**src/rtl/mem_burst_master.sv**
```systemverilog
// Burst initiator for a single-port, asynchronous-read memory: sequences write/read bursts as single beats.
// Optional macro MEM_BURST_WRAP_ERR_EN adds an `err` output flagging bursts that wrap past the top address.
module mem_burst_master #(
  parameter int unsigned ADDR_W = 4,
  parameter int unsigned DATA_W = 8,
  parameter int unsigned LEN_W  = 4
) (
  input  logic              clk,
  input  logic              rst_n,
  input  logic              cmd_valid,
  output logic              cmd_ready,
  input  logic              cmd_wr,
  input  logic [ADDR_W-1:0] cmd_addr,
  input  logic [LEN_W-1:0]  cmd_len,
  input  logic              wdata_valid,
  output logic              wdata_ready,
  input  logic [DATA_W-1:0] wdata,
  output logic              rdata_valid,
  input  logic              rdata_ready,
  output logic [DATA_W-1:0] rdata,
  output logic              rdata_last,
  output logic [ADDR_W-1:0] mem_addr,
  output logic              mem_wr_enb,
  output logic [DATA_W-1:0] mem_wr_data,
  input  logic [DATA_W-1:0] mem_rd_data,
  output logic              busy,
  output logic              done
`ifdef MEM_BURST_WRAP_ERR_EN
  ,
  output logic              err
`endif
);

  typedef enum logic [1:0] {IDLE, WR, RD} state_t;

  state_t              state_q, state_d;
  logic [ADDR_W-1:0]   addr_q, addr_d;
  logic [LEN_W-1:0]    cnt_q, cnt_d;
  logic [DATA_W-1:0]   rdata_q, rdata_d;
  logic                rvalid_q, rvalid_d;
  logic                rlast_q, rlast_d;
  logic                done_q, done_d;
  logic                cmd_fire;

  always_comb begin
    state_d     = state_q;
    addr_d      = addr_q;
    cnt_d       = cnt_q;
    rdata_d     = rdata_q;
    rvalid_d    = rvalid_q;
    rlast_d     = rlast_q;
    done_d      = 1'b0;
    cmd_ready   = 1'b0;
    cmd_fire    = 1'b0;
    wdata_ready = 1'b0;
    mem_wr_enb  = 1'b0;

    // A pending read beat drains in any state; a capture below overrides the clear.
    if (rvalid_q && rdata_ready) begin
      rvalid_d = 1'b0;
    end

    case (state_q)
      IDLE: begin
        cmd_ready = !rvalid_q;
        cmd_fire  = cmd_valid && !rvalid_q;
        if (cmd_fire) begin
          addr_d  = cmd_addr;
          cnt_d   = cmd_len;
          state_d = cmd_wr ? WR : RD;
        end
      end
      WR: begin
        wdata_ready = 1'b1;
        mem_wr_enb  = wdata_valid;
        if (wdata_valid) begin
          addr_d = addr_q + 1'b1;
          cnt_d  = cnt_q - 1'b1;
          if (cnt_q == '0) begin
            state_d = IDLE;
            done_d  = 1'b1;
          end
        end
      end
      RD: begin
        if (!rvalid_q || rdata_ready) begin
          rdata_d  = mem_rd_data;
          rvalid_d = 1'b1;
          rlast_d  = (cnt_q == '0);
          addr_d   = addr_q + 1'b1;
          cnt_d    = cnt_q - 1'b1;
          if (cnt_q == '0) begin
            state_d = IDLE;
            done_d  = 1'b1;
          end
        end
      end
      default: state_d = IDLE;
    endcase
  end

  always_ff @(posedge clk or negedge rst_n) begin
    if (!rst_n) begin
      state_q  <= IDLE;
      addr_q   <= '0;
      cnt_q    <= '0;
      rdata_q  <= '0;
      rvalid_q <= 1'b0;
      rlast_q  <= 1'b0;
      done_q   <= 1'b0;
    end else begin
      state_q  <= state_d;
      addr_q   <= addr_d;
      cnt_q    <= cnt_d;
      rdata_q  <= rdata_d;
      rvalid_q <= rvalid_d;
      rlast_q  <= rlast_d;
      done_q   <= done_d;
    end
  end

`ifdef MEM_BURST_WRAP_ERR_EN
  logic              err_q;
  logic [ADDR_W:0]   end_addr;

  // Last beat address at one extra bit; the carry means the burst wraps.
  assign end_addr = (ADDR_W+1)'(cmd_addr) + (ADDR_W+1)'(cmd_len);

  always_ff @(posedge clk or negedge rst_n) begin
    if (!rst_n) begin
      err_q <= 1'b0;
    end else if (cmd_fire) begin
      err_q <= end_addr[ADDR_W];
    end
  end

  assign err = err_q;
`endif

  assign mem_addr    = addr_q;
  assign mem_wr_data = wdata;
  assign rdata       = rdata_q;
  assign rdata_valid = rvalid_q;
  assign rdata_last  = rlast_q;
  assign busy        = (state_q != IDLE);
  assign done        = done_q;

endmodule

```
**config.mk**
```make
export PLATFORM = sky130hd
export DESIGN_NAME = mem_burst_master
export DESIGN_NICKNAME = d
export VERILOG_FILES = /design/src/rtl/mem_burst_master.sv
export SDC_FILE = /design/constraint.sdc
export NUM_CORES = 1
export LEC_CHECK = 0
export CORE_MARGIN = 4
export CORE_UTILIZATION = 40
export DETAILED_ROUTE_END_ITERATION = 12
export PLACE_DENSITY = 0.81
export SKIP_CTS_REPAIR_TIMING = 1
export SLEW_MARGIN = 0
export SYNTH_ARGS = -nofsm -noshare
export SYNTH_HDL_FRONTEND = slang
export SYNTH_SLANG_ARGS = --single-unit
```
**constraint.sdc**
```tcl
create_clock -name clk -period 2.4 [get_ports clk]
set_input_delay 0.48 -clock clk [delete_from_list [all_inputs] [get_ports clk]]
set_output_delay 0.48 -clock clk [all_outputs]
set_load 0.01 [all_outputs]
```
==> flow_summary.ini, run 1 <==
[floorplan]
core_sq_um = 2760
rows = 19
initial_core_util_pct = 42.0
die_area_sq_um = 3820
pin_count = 57
dieWidth_um = 61.8
die_h_um = 61.8

[layout]
n_antenna_cell = 0
syn_to_final_growth_pct = 33.9
layout-drive-gt1-share_pct = 10.4
design_area_sq_um = 1550
fin_nets = 182
fill_cells = 231

[worst_setup_path]
endpoint_kind = primary output
setup.worst_path.start_class = register
crit_path_frequent_cell = inv_1
critPathArrivalTime_ns = 1.82
critPathTopFamily = buffers and inverters
path_cells = inv_1 > ha_1 > inv_1 > nor2_1 > clkdlybuf4s50_1
path_buf_inv = 3
crit_type = register to primary output
required_ns = 1.92
path_max_fanout = 5
worst_path_largest_cell_delay_ns = 0.54
critPathSlowestCell = clkdlybuf4s50_1

[placement]
routabilityCongestion = 0.771
io_buffers = 40
place_hpwl_um = 1820
placed_cell_area_sq_um = 1530

[global_route]
grt_max_degree = 22
grt_first_pass_wirelength_um = 3710
grt_pass1_vias = 831
grtUsageTotal_pct = 13.2
grt-ovfl-total = 0
antenna_found_initial = 0

[synth]
synth.top_cell.area_share_pct = 45.4
ys_types = 33
netlist_area_sq_um = 1160
ys_ff_latch = 21
yosys-top-cells-area = dfrtp_1, mux2_2, ha_1
syn_avg_cell_area_sq_um = 10.5
syn_nets = 147
synthCells = 110
yosys_warnings = 0
synth_largest_area_cell = dfrtp_1
seq_area_frac_synth_pct = 45.4

[clock_tree]
cts-buffers-inserted = 3
root_buffer = clkbuf_4
clkTransAtPathRegs_ns = 0.11
cts_buffer_depth = 2
clk-insertion-delay-late_ns = 0.30
tritoncts = done
h-tree-depth = 1
cts.sinks = 21

[sta]
tns_ns = 0
slew_headroom_pct = 64.6
finalCritPeriodShare_pct = 95.7
setup_violations = 0
finalCriticalPeriod_ns = 2.30
fmax_ghz = 0.435
finalMaxSlewViolations = 0
rsz0062_at_grt = no
finalHoldViolCount = 0
clock_skew_ns = 0.00299
worst_pin_slew_ns = 0.532

[job]
maxCapViolCount = 0

[drt]
dr.first_iter.drc_count = 18
wl_um = 2330
firstDrtPassIters = 4
wl_per_cell_um = 13.3
drc = 0
vias_per_cell = 5.01
ant_nets = 0
dr_total_vias = 877

[min_path]
worstHoldPathType = register to register

[pwr]
leakage_uw = 0.000700
p_per_area_nw_per_um2 = 1290
irDropWorstVdd_mv = 1.00

[run_status]
outcome = complete, no violations
-- state kept, by name (all words and copies together), names as in the netlist --
register and count:
rdata_last 1, cnt_q 4, mem_addr 4, state_q 2
rdata_valid 1, done 1, rdata 8
-- logic make-up (layout without fill, tap and decap cells) --
group,after synthesis,after routing,share of synthesized area [%]
and+or+nand+nor,30,30,13.9
muxes,13,13,12.1
adders and majority gates,7,7,7.56
AOI/OAI and AO/OA,18,18,10.0
buffers and inverters,19,53,9.50
DFF,21,21,45.4
xor gates and xnor gates,2,2,1.51
-- cells in the mapped netlist (all sizes together) --
master and instances:
a21o 2, xor2 1, o21ai 7, a31oi 1, dfrtp 21, a21oi 2, and2 1, mux2i 5
nor3 1, or2b 1, nand2b 2, o31ai 1, nor4b 1, nand3 1, and3b 1, buf 11
nand2 9, a211oi 3, a2111o 1, o22a 1, xnor2 1, nor2b 4, mux2 8, ha 7
nor2 8, or3b 1, inv 8
-- layout make-up --
type | instances | area (sq um) | share of cell area [%]
flip-flops and latches | 21 | 526 | 33.9
repair buffers | 41 | 408 | 26.3
well taps | 31 | 38.8 | 2.50
inverters | 8 | 30.0 | 1.94
multi-input cells | 70 | 523 | 33.7
clock buffers | 4 | 26.3 | 1.69
-- worst reg2reg max path, delay by kind of cell (launching register included) --
family          cells  cell delay (ns)
fa+ha+maj           1             0.23
compound gates      3             0.88
flops               1             0.39
simple gates        1             0.21
buf+inv             1             0.10
-- per-stage QoR --
step | setup slack [ns] | hold WS [ns] | util, % | power [uW] | instances
2_1_floorplan | 0.693 | 0.184 | - | 1410 | 110
3_3_place_gp | 0.279 | 0.468 | 55.3 | 1790 | 171
3_5_place_dp | 0.234 | 0.474 | 55.3 | 1850 | 171
4_1_cts | 0.0983 | 0.499 | 56.3 | 2020 | 175
5_1_grt | 0.0163 | 0.507 | 56.3 | 2170 | 175
6_report | 0.103 | 0.492 | 56.3 | 2000 | 175
-- cells in the final DEF (no fill, tap or decap), drive strengths merged, types with 2 or more instances in the layout --
cell type	synthesis	routed
a211oi	3	3
a21o	2	2
a21oi	2	2
clkbuf	0	4
clkdlybuf4s50	0	40
dfrtp	21	21
ha	7	7
inv	8	8
mux2	8	8
mux2i	5	5
nand2	9	9
nand2b	2	2
nor2	8	8
nor2b	4	4
o21ai	7	7
-- routing by layer --
layer	part of all wire (%)	vias to the layer above	global-route usage, %	routed length (um)
met4	0.86	0	4.55	20
li1	-	432	-	-
met1	43	413	15.6	1010
met3	6.9	4	5.79	161
met5	0	-	0	0
met2	49	28	21.5	1140
-- power breakdown --
part / internal [uW] / total [uW] / switching [uW]
sequential: 528 / 656 / 127
clock: 64.7 / 167 / 103
combinational: 639 / 1180 / 536
total: 1230 / 2000 / 766
-- path summary, 6_finish.rpt --
| check | startpoint | endpoint | slack, ns | depth (start not counted) |
|---|---|---|---|---|
| worst min register to register | rdata_last | rdata_last | 0.49 | 2 |
| max in group asynchronous | rst_n | cnt_q[2] | 1.69 | 2 |
| worst min-delay path | rdata_last | rdata_last | 0.49 | 2 |
| min in group asynchronous | rst_n | state_q[0] | 0.50 | 2 |
| worst max register to register | state_q[0] | cnt_q[2] | 0.47 | 6 |
| worst max-delay path | state_q[0] | cmd_ready | 0.10 | 5 |
Power figures use the tool's default switching activity.
==> run 2: changes to the inputs <==
Settings changed: MAX_ROUTING_LAYER set to met4.
Clock period 2.4 ns to 2.47 ns, I/O delays scaled along.
==> run 2 against run 1 <==
  * Flip-flop and latch count is the same
  * Die area is the same
  * Utilization hardly changed
  * Setup slack gained 0.041 ns
  * Critical path depth unchanged
  * Combinational power is 3% lower
  * Global-route usage is 1.1 points higher
  * Routed wire length rose by 1.2%
  * Power decreased by 3.1%
  * Clock-buffer cell count is 1 lower
  * Non-clock buffer count stayed put
  * Final area about the same
  * Highest routed layer unchanged
==> flow_summary.ini, run 2 (synthesized netlist as in run 1, its figures left out) <==
[placement]
routabilityCongestion = 0.772
place_hpwl_um = 1870
preCtsSetupSlack_ns = 0.292
io_buffers = 40
dp_cells = 171

[sta]
slew_headroom_pct = 64.4
finalHoldViolCount = 0
tns_ns = 0
fmax_ghz = 0.430
finalWorstSetupSlack_ns = 0.144
rsz0062_at_grt = no
finalCritPeriodShare_pct = 94.2
whs_ns = 0.511
setup_violations = 0
finalCriticalPeriod_ns = 2.33
worst_pin_slew_ns = 0.535
clock_skew_ns = 0.00176
finalMaxSlewViolations = 0

[clock_tree]
cts.sinks = 21
clkTransAtPathRegs_ns = 0.11
tritoncts = done
clk-insertion-delay-late_ns = 0.30
root_buffer = clkbuf_4
cts-buffers-inserted = 3
h-tree-depth = 1
cts_buffer_depth = 2

[floorplan]
initial_core_util_pct = 42.0
die_h_um = 61.8
dieWidth_um = 61.8
die_area_sq_um = 3820
rows = 19
core_sq_um = 2760
pin_count = 57

[layout]
syn_to_final_growth_pct = 34.0
layout_commonest_cell = clkdlybuf4s50_1
layout-drive-gt1-share_pct = 11.1
final_cell_mix = clkdlybuf4s50_1, dfrtp_1
largest_reg_flops = 8
fill_cells = 251
fin_cells = 175
n_antenna_cell = 0
fin_nets = 182
utilization_pct = 56.3

[worst_setup_path]
r2r-end = cnt_q[0]
endpoint_kind = primary output
critPathArrivalTime_ns = 1.83
crit_path_frequent_cell = inv_1
crit_type = register to primary output
worst_path_largest_cell_delay_ns = 0.54
r2r_start = state_q[0]
r2r_slack_ns = 0.52
setup.worst_path.start_class = register
required_ns = 1.98
path_max_fanout = 5
critPathSlowestCell = clkdlybuf4s50_1
rr_worst_depth = 6
path_cells = inv_1 > ha_1 > inv_1 > nor2_1 > clkdlybuf4s50_1

[drt]
dr_total_vias = 878
firstDrtPassIters = 4
wl_um = 2360
ant_nets = 0
dr.first_iter.drc_count = 22
drc = 0
vias_per_cell = 5.02
wl_per_cell_um = 13.5

[global_route]
grt-ovfl-total = 0
grt_pass1_vias = 921
grt_max_degree = 22
antenna_found_initial = 0
grtUsageTotal_pct = 14.4
grt_first_pass_wirelength_um = 3930

[run_status]
outcome = complete, no violations

[pwr]
p_per_area_nw_per_um2 = 1250
irDropWorstVdd_mv = 0.939
leakage_uw = 0.000702

[job]
maxCapViolCount = 0

[min_path]
worstHoldStart = rdata_last
hold_end = rdata_last
whs_path_depth = 2
worstHoldPathType = register to register
## run 2: worst max-delay path by stage
stage,to,depth (start not counted),slack [ns],startpoint
3_3_place_gp,cnt_q[0],5,0.34,rdata_ready
3_5_place_dp,cnt_q[0],5,0.29,rdata_ready
5_1_grt,cmd_ready,5,0.04,state_q[0]
2_1_floorplan,cnt_q[3],6,0.76,state_q[1]
6_report,cmd_ready,5,0.14,state_q[0]
4_1_cts,cmd_ready,5,0.12,state_q[0]
## run 2: area by class of cell
cell class	instances	area (sq um)	share of cell area, %
repair buffers	41	408	26.3
inverters	8	30.0	1.93
flip-flops and latches	21	526	33.8
well taps	31	38.8	2.50
clock inverters	1	5.00	0.322
multi-input cells	70	523	33.7
clock buffers	3	22.5	1.45
## run 2: per-stage QoR
step | total power [uW] | area [sq um]
6_report | 1940 | 1550
5_1_grt | 2110 | 1550
4_1_cts | 1960 | 1550
3_5_place_dp | 1790 | 1530
3_3_place_gp | 1740 | 1530
2_1_floorplan | 1370 | 1160
## run 2: critical path, delay by kind of cell, from the launching register on
family	cells	cell delay (ns)
AND/OR/NAND/NOR	1	0.10
buffers and inverters	3	0.75
adder cells (fa/ha/maj)	1	0.26
flip-flops	1	0.42
## run 2: report_power, final
group          leakage, uW  internal [uW]  switching, uW
Sequential        0.000254            513            124
Clock            0.0000177           60.5            102
Combinational     0.000430            620            517
Total             0.000702           1190            743
## run 2: routing by layer
metal,wire length [um],track usage (%)
met5,0,-
met1,983,16.3
met4,6,3.64
met2,1220,24.1
met3,149,5.17
==> run 3: changes to the inputs <==
Settings changed: SLEW_MARGIN 0 to 20.
==> results of run 3 <==
Same layout as run 2: the final DEF is identical, and so are final timing and power.
